**config.mk**
```make
export PLATFORM = sky130hd
export DESIGN_NAME = lcd_bus_sequencer
export DESIGN_NICKNAME = d
export VERILOG_FILES = /design/src/rtl/lcd_pkg.sv /design/src/rtl/lcd_delay_timer.sv /design/src/rtl/lcd_bus_sequencer.sv
export SDC_FILE = /design/constraint.sdc
export NUM_CORES = 1
export LEC_CHECK = 0
export CORE_MARGIN = 2
export CORE_UTILIZATION = 65
export CTS_BUF_LIST = sky130_fd_sc_hd__clkbuf_4
export DETAILED_ROUTE_END_ITERATION = 7
export DONT_BUFFER_PORTS = 1
export GPL_TIMING_DRIVEN = 0
export PLACE_DENSITY = 0.81
export RECOVER_POWER = 100
export REMOVE_ABC_BUFFERS = 1
export SLEW_MARGIN = 40
export SYNTH_ARGS = -nofsm -noshare
export SYNTH_HDL_FRONTEND = slang
export SYNTH_HIERARCHICAL = 1
export SYNTH_SLANG_ARGS = --single-unit
```
**constraint.sdc**
```tcl
create_clock -name clk -period 5.8 [get_ports clk]
set_input_delay 0.58 -clock clk [delete_from_list [all_inputs] [get_ports clk]]
set_output_delay 0.58 -clock clk [all_outputs]
set_load 0.01 [all_outputs]
```
**src/rtl/lcd_pkg.sv**
```systemverilog
// Shared definitions for the character-LCD bus sequencer: states, bus bit
// positions and the power-on init step table.
package lcd_pkg;

  typedef enum logic [2:0] {
    PWR_WAIT, NIB_SETUP, NIB_EHIGH, NIB_EHOLD, DELAY, IDLE
  } state_t;

  localparam int RS_BIT = 5;
  localparam int E_BIT  = 4;
  localparam int DB_HI  = 3;
  localparam int DB_LO  = 0;

  typedef enum logic [1:0] {D_INIT1, D_INIT2, D_CMD, D_LONG} dly_sel_t;

  // full=0 steps send only the high nibble of val (8-bit interface wake-up)
  typedef struct packed {
    logic     full;
    logic [7:0] val;
    dly_sel_t dly;
  } init_step_t;

  localparam logic [2:0] INIT_LAST = 3'd7;
  localparam logic [7:0] OP_CLEAR  = 8'h01;
  localparam logic [7:0] OP_HOME   = 8'h02;

  function automatic init_step_t init_step(input logic [2:0] idx);
    init_step_t s;
    case (idx)
      3'd0:    s = '{full: 1'b0, val: 8'h30, dly: D_INIT1};
      3'd1:    s = '{full: 1'b0, val: 8'h30, dly: D_INIT2};
      3'd2:    s = '{full: 1'b0, val: 8'h30, dly: D_CMD};
      3'd3:    s = '{full: 1'b0, val: 8'h20, dly: D_CMD};
      3'd4:    s = '{full: 1'b1, val: 8'h28, dly: D_CMD};
      3'd5:    s = '{full: 1'b1, val: 8'h0C, dly: D_CMD};
      3'd6:    s = '{full: 1'b1, val: 8'h01, dly: D_LONG};
      default: s = '{full: 1'b1, val: 8'h06, dly: D_CMD};
    endcase
    return s;
  endfunction

  function automatic logic is_long(input logic rs, input logic [7:0] d);
    return !rs && (d == OP_CLEAR || d == OP_HOME);
  endfunction

  function automatic int max2(input int a, input int b);
    return (a > b) ? a : b;
  endfunction

endpackage

```
**src/rtl/lcd_delay_timer.sv**
```systemverilog
// Down-counter shared by every timed phase; done is high while the count is zero.
module lcd_delay_timer #(
  parameter int W = 8
) (
  input  logic         clk,
  input  logic         load,
  input  logic [W-1:0] value,
  output logic         done
);
  logic [W-1:0] cnt;

  // loading value-1 makes a phase last exactly value cycles
  always_ff @(posedge clk) begin
    if (load)              cnt <= value - W'(1);
    else if (cnt != '0)    cnt <= cnt - W'(1);
  end

  assign done = (cnt == '0);
endmodule

```
**src/rtl/lcd_bus_sequencer.sv**
```systemverilog
// HD44780 4-bit bus owner: power-on init, then one upstream byte at a time as
// a high/low nibble pair followed by the command busy delay.
module lcd_bus_sequencer
  import lcd_pkg::*;
#(
  parameter int T_PWR   = 2_000_000,
  parameter int T_INIT1 = 500_000,
  parameter int T_INIT2 = 15_000,
  parameter int T_SU    = 4,
  parameter int T_EH    = 50,
  parameter int T_NIB   = 100,
  parameter int T_CMD   = 5_000,
  parameter int T_LONG  = 200_000
) (
  input  logic       clk,
  input  logic       rst,
  input  logic       wr_valid,
  input  logic       wr_rs,
  input  logic [7:0] wr_data,
  output logic       wr_ready,
  output logic       init_done,
  output logic [5:0] lcd
);
  localparam int CW = $clog2(max2(max2(max2(T_PWR, T_INIT1), max2(T_INIT2, T_SU)),
                                  max2(max2(T_EH, T_NIB), max2(T_CMD, T_LONG)))) + 1;

  state_t        state, state_nx;
  logic [2:0]    step, step_nx;
  logic          lo, lo_nx, rs_q, rs_nx, full_q, full_nx;
  logic [7:0]    dat_q, dat_nx;
  logic          ld, done;
  logic [CW-1:0] ld_val, wait_val;
  init_step_t    st;
  logic [5:0]    lcd_nx;

  lcd_delay_timer #(.W(CW)) u_timer (
    .clk  (clk),
    .load (rst | ld),
    .value(rst ? CW'(T_PWR) : ld_val),
    .done (done)
  );

  // DELAY looks ahead to the step it is about to load; other states use the current one
  assign st = init_step(state == DELAY ? step + 3'd1 : step);

  always_comb begin
    wait_val = CW'(T_CMD);
    if (!init_done) begin
      case (st.dly)
        D_INIT1: wait_val = CW'(T_INIT1);
        D_INIT2: wait_val = CW'(T_INIT2);
        D_LONG:  wait_val = CW'(T_LONG);
        default: wait_val = CW'(T_CMD);
      endcase
    end else if (is_long(rs_q, dat_q)) begin
      wait_val = CW'(T_LONG);
    end
  end

  always_comb begin
    state_nx = state;
    step_nx  = step;
    lo_nx    = lo;
    rs_nx    = rs_q;
    dat_nx   = dat_q;
    full_nx  = full_q;
    ld       = 1'b0;
    ld_val   = CW'(T_SU);
    case (state)
      PWR_WAIT: if (done) begin
        state_nx = NIB_SETUP; ld = 1'b1;
        rs_nx = 1'b0; dat_nx = st.val; full_nx = st.full; lo_nx = 1'b0;
      end
      NIB_SETUP: if (done) begin
        state_nx = NIB_EHIGH; ld = 1'b1; ld_val = CW'(T_EH);
      end
      NIB_EHIGH: if (done) begin
        state_nx = NIB_EHOLD; ld = 1'b1; ld_val = CW'(T_NIB);
      end
      NIB_EHOLD: if (done) begin
        ld = 1'b1;
        if (full_q && !lo) begin
          state_nx = NIB_SETUP; lo_nx = 1'b1;
        end else begin
          state_nx = DELAY; ld_val = wait_val;
        end
      end
      DELAY: if (done) begin
        if (init_done || step == INIT_LAST) begin
          state_nx = IDLE;
        end else begin
          state_nx = NIB_SETUP; ld = 1'b1; step_nx = step + 3'd1;
          rs_nx = 1'b0; dat_nx = st.val; full_nx = st.full; lo_nx = 1'b0;
        end
      end
      IDLE: if (wr_valid) begin
        state_nx = NIB_SETUP; ld = 1'b1;
        rs_nx = wr_rs; dat_nx = wr_data; full_nx = 1'b1; lo_nx = 1'b0;
      end
      default: state_nx = PWR_WAIT;
    endcase

    lcd_nx                = '0;
    lcd_nx[RS_BIT]        = rs_nx;
    lcd_nx[E_BIT]         = (state_nx == NIB_EHIGH);
    lcd_nx[DB_HI:DB_LO]   = lo_nx ? dat_nx[3:0] : dat_nx[7:4];
  end

  always_ff @(posedge clk) begin
    if (rst) begin
      state     <= PWR_WAIT;
      step      <= '0;
      lo        <= 1'b0;
      rs_q      <= 1'b0;
      dat_q     <= '0;
      full_q    <= 1'b0;
      lcd       <= '0;
      wr_ready  <= 1'b0;
      init_done <= 1'b0;
    end else begin
      state     <= state_nx;
      step      <= step_nx;
      lo        <= lo_nx;
      rs_q      <= rs_nx;
      dat_q     <= dat_nx;
      full_q    <= full_nx;
      lcd       <= lcd_nx;
      wr_ready  <= (state_nx == IDLE);
      init_done <= init_done | (state_nx == IDLE);
    end
  end
endmodule
```
# Word-level counts from Yosys, hierarchy flattened

Index checks and enable logic that the tools add are counted.

Bitwise operators: 3
Mux-type cells: 50
$mul: 0
Div/mod/pow operators: 0
Shift-type cells: 0
Reductions and logical operators: 16
Add/subtract/negate cells: 3
Eq/ne operators: 22
Order comparisons: 0

Operators with widths:

| cell                                                 | number |
|---|---|
| 2-to-1 mux 22 bit                                    | 6 |
| one-hot mux 11 bit (7 select lines)                  | 1 |
| one-hot mux 22 bit (3 select lines)                  | 1 |
| one-hot mux 19 bit (3 select lines)                  | 1 |
| subtractor 22 x 1 -> 22 bit (second input constant)  | 2 |
| 2-to-1 mux 8 bit                                     | 4 |
| 2-to-1 mux 3 bit                                     | 9 |
| one-hot mux 8 bit (3 select lines)                   | 1 |
| zero test 22 bit                                     | 1 |
| nonzero test 22 bit                                  | 1 |
| equality test 3 bit (second input constant)          | 7 |
| 2-to-1 mux 1 bit                                     | 18 |
| 2-to-1 mux 18 bit                                    | 1 |
| one-hot mux 3 bit (6 select lines)                   | 1 |
| equality test 3 x 2 -> 1 bit (second input constant) | 5 |
| one-hot mux 1 bit (3 select lines)                   | 3 |
| equality test 8 x 1 -> 1 bit (second input constant) | 1 |
| equality test 8 x 2 -> 1 bit (second input constant) | 1 |
| != test 2 bit (second input constant)                | 4 |
| 2-to-1 mux 7 bit                                     | 1 |
| equality test 3 x 1 -> 1 bit (second input constant) | 2 |
| zero test 3 bit                                      | 2 |
| 2-to-1 mux 6 bit                                     | 1 |
| AND reduction 5 bit                                  | 1 |
| other kinds (15)                                     | 19 |

Memory bits (writable): 0
Input port bits: 12
Memories: 0
Register bits after elaboration: 47
ROM bits: 0
Logic and storage cells: 104
Bits in latches: 0
Output and inout port bits: 8

# Logic depth before layout (Yosys ltp)

Depth after elaboration: 13
Gate-level depth with buffers: 18
Depth with buffers taken out: 16

# By module

The synthesis kept the hierarchy.

Modules (own cells, without submodules):

| module            | cells an instance | sequential area each (sq um) | times used | area an instance (sq um) |
|---|---|---|---|---|
| lcd_delay_timer   | 158               | 660.6                        | 1          | 1635.3 |
| lcd_bus_sequencer | 177               | 480.5                        | 1          | 1456.4 |

# Worst setup path before layout

No wires, ideal clock.

Kind: register -> register
Start point: register u_timer.cnt[9]
End point: register u_timer.cnt[12] (data pin)
Library setup time: 0.272 ns
Buffers on the path: 4
Clock period less this slack: 4.187 ns
Cell stages (with the launch flop): 19
Path slack: 1.613 ns
Arrival: 3.915 ns
Path through: edfxtp_1 > or4_1 > nor2_1 > nand3_1 > nor2_1 > and2b_1 > nand4_1 > nand2_1 > buf_4 > buf_4 > buf_2 > clkbuf_1 > mux2i_1 > ha_1 > o221ai_2 > nor4_1 > xor2_1 > nand2_1 > o21ai_0

Cells in the longest elaborated chain, start to end: 6
Elaborated cells on any way between the ends: 14
Those cells by class: 2 x add/sub; 10 x mux; 1 x bitwise; 1 x reduce/logical

Ends and longest elaborated chain:

| item                                      | line                    | source |
|---|---|---|
| from (decl)                               | lcd_delay_timer.sv:10   | `logic [W-1:0] cnt;` |
| from (signal assigned)                    | lcd_delay_timer.sv:14   | `if (load) cnt <= value - W'(1);` |
| from (signal assigned)                    | lcd_delay_timer.sv:15   | `else if (cnt != '0) cnt <= cnt - W'(1);` |
| zero test 22 bit *                        | lcd_delay_timer.sv:18   | `assign done = (cnt == '0);` |
| named net done                            | lcd_bus_sequencer.sv:31 | `logic ld, done;` |
| 2-to-1 mux 22 bit (tied with other cells) | lcd_bus_sequencer.sv:80 | `NIB_EHOLD: if (done) begin` |
| one-hot mux 22 bit (3 select lines)       | lcd_bus_sequencer.sv:69 | `case (state)` |
| 2-to-1 mux 22 bit                         | lcd_bus_sequencer.sv:39 | `.value(rst ? CW'(T_PWR) : ld_val),` |
| subtractor 22 x 1 -> 22 bit               | lcd_delay_timer.sv:14   |  |
| 2-to-1 mux 22 bit *                       | lcd_delay_timer.sv:14   |  |

The timed path passes the listed nets; every way through them passes the cells marked *. The select of a mux whose other input is x is not followed.
A chain may end at the register's enable or synchronous reset.

# Worst setup path after layout

Same ends and word-level chain as after synthesis.

==> impl_results.md <==
- Status: completed
- Synth Register Bits: 46
- Startpoint types: register
- Root Driver: clkbuf_4
- Total core area: 4661 µm²
- Period utilization: 89.75%
- Share of layout cells above drive strength 1: 6.006%
- Gate count of the mapped netlist: 335
- Avg Synthesized Cell Area: 9.229 µm²
- HPWL Detailed: 4442 µm
- Most common cell after layout, fill and taps aside: nor2_1
- Ys Warns: 6
- Bufs on Longest Clock Path: 2
- Worst path slowest cell: or4_1
- Post-synthesis sequential area ratio: 36.91%
- First-pass GRT wire length: 10450 µm
- Worst EP arrival: 5.33 ns
- Routed length per instance: 16.13 µm
- Final Hold Vio Count: 0
- Async SR Flop Fraction: 0%
- Initial DRC Count: 170
- # Post-CTS Setup Buffers: 0
- Post-Syn Area: 3092 µm²
- MaxCap Viol Count: 0
- Internal power: 0.4700 mW
- WP buf/inv: 0
- Combinational share of power: 14.9%
- # IOs: 20
- DRC Markers: 0
- Number of port buffers: 0
- Final min period: 5.205 ns
- Critical Path RT: 5.92 ns
- Die width: 72.97 µm
- Cell Rows: 25
- Commonest cells after routing, fill and taps aside: nor2_1 (46), mux2i_1 (25), dfxtp_1 (24)
- Net count, final: 352
- # setup viols final: 0
- Psw: 0.1936 mW
- CP Capture Type: register
- Net Sw Frac: 29.18%
- Worst-path fanout max: 48
- TritonCTS clock tree: built
- Slew margin rel.: 36.61%
- Post-layout util: 67.44%
- Total grt overflow: 0
- Placed cell count: 379
- Area leader, netlist: edfxtp_1
- Pin count of the biggest net entering global routing: 49
- Clock sink count: 46
- Top-area cell type share of the netlist area: 21.37%
- Post-route cell area: 3143 µm²
- Drt total wl: 6244 µm
- Clock power share: 25.6%
- Overall Global Routing Usage: 25.20%
- Final slew viol count: 0
- CP Class: reg2reg
- Worst Tran Pin Value: 0.9509 ns
- F_max: 192.1 MHz
- PwrDens: 211.2 nW/µm²
- Setup TNS: 0 ns
- Yosys cell types: 60
- Resize count post-CTS: 0
- Synth top area cells: edfxtp_1 (21%), dfxtp_1 (16%), mux2i_1 (8.1%), xnor2_1 (5.7%), nor2_1 (5.5%)
- Top cell by count, worst path: nor2_1
- Final antenna-violating net count: 0
- Largest stage delay, worst path: 0.67 ns
- Worst-case clock skew: 0.008538 ns
- Initial Util: 66.34%
- Leakage power total: 1.184 nW
- CTS Buf Count: 5
- Clock Latency Late Sink: 0.38 ns
- Finished Layout Cells: 387
- Avg Vias per Cell: 6.147
- Seq pwr share: 59.5%
- Drt first pass iters: 4
- Vias in the first global route: 2264
- Placer's final routability congestion estimate: 0.8347
- Synth Flop Type: dfxtp_1
- Reg clk slew, reported paths: 0.15 ns
- Diode count: 0
- CP delay by family, top: simple AND/OR/NAND/NOR gates
- Vias: 2379
- Total die area: 5324 µm²
- CP Cell Sequence: or4_1 -> nor2_1 -> nand3_1 -> nor2_1 -> and2b_1 -> nand4_1 -> nand2_4 -> mux2i_1 -> ha_1 -> o221ai_1 -> nor4_1 -> xor2_1 -> nand2_1 -> o21ai_0
- Initial antenna violation count: 0
- Number of flops mapped to enable cells by yosys: 22
- Max IR drop VDD: 0.0001340 V
- Hold Crit Class: in2reg
- Die height: 72.97 µm
- H-tree depth: 2
- Dpl cell area: 3103 µm²
- RSZ-0062 raised after global routing: no
- Area Growth Syn to Fin: 1.659%
- Cts hold-fix bufs: 0
-- cell type report --
cell class | instances | area, µm²
clock buffers | 5 | 37.54
well taps | 54 | 67.56
flip-flops and latches | 46 | 1141
clock inverters | 3 | 28.78
multi-input cells | 268 | 1827
inverters | 11 | 41.29
fillers | 385 | 1518
-- registers in the layout, summed over array words and instances, names as in the netlist, 3 cells and up, named ones only --
name and cells:
state 3, step 3, lcd 5, dat_q 8, u_timer/cnt 22
-- path summary, 6_finish.rpt --
path / startpoint / endpoint / slack (ns) / cells past startpoint
worst max-delay path: u_timer/cnt[9] / u_timer/cnt[12] / 0.59 / 14
worst min register to register: dat_q[3] / dat_q[3] / 0.56 / 2
worst min-delay path: rst / register / 0.24 / 1
worst max register to register: u_timer/cnt[9] / u_timer/cnt[12] / 0.59 / 14
-- per-layer routing --
metal	GRT usage, %	up-vias	part of all wire [%]
met5	0	-	0
met4	7.202	0	1.0
met3	4.834	7	3.3
met2	44.04	48	51
met1	31.66	1120	44
li1	-	1204	-
-- cell usage after synthesis (all sizes together), types with 5 or more instances --
master	n
nand2	15
nor3b	7
a21oi	13
xor2	13
buf	10
nor2b	6
nor4	8
edfxtp	22
or2	5
o21ai	9
inv	11
mux2i	25
dfxtp	24
xnor2	20
nand2b	6
ha	8
clkbuf	6
nor3	20
nor2	46
-- cell families after synthesis --
group | synth area share, %
AO/OA/AOI/OAI | 12.75
XOR/XNOR | 9.349
adder cells (fa/ha/maj) | 3.238
buffers and inverters | 4.168
flip-flops | 36.91
multiplexers | 8.094
other | 0.1213
AND/OR/NAND/NOR | 25.37
-- worst register-to-register path, stage by stage (launching register included) --
cell and delay, ns:
edfxtp_1 0.46, or4_1 0.67, nor2_1 0.17, nand3_1 0.10, nor2_1 0.65, and2b_1 0.27
nand4_1 0.34, nand2_4 0.60, mux2i_1 0.32, ha_1 0.25, o221ai_1 0.40, nor4_1 0.44
xor2_1 0.11, nand2_1 0.09, o21ai_0 0.09
-- metrics by stage --
stage	hold WS, ns	setup slack [ns]	power (mW)
after global placement	0.5219	-0.06153	0.4986
after CTS	0.2312	0.8147	0.6715
after floorplan	0.4840	0.9200	0.4805
after global routing	0.2146	0.2294	0.6948
final	0.2421	0.5945	0.6637
after detailed placement	0.5239	0.8399	0.5024
-- power by group through the flow --
stage               combinational [mW]  sequential (mW)  clock, mW
detailed placement               0.100            0.402          0
finish                          0.0989            0.395      0.170
global route                     0.111            0.399      0.185
CTS                              0.101            0.395      0.176
floorplan                       0.0864            0.394          0
global placement                0.0980            0.401          0
Power figures use the tool's default switching activity.
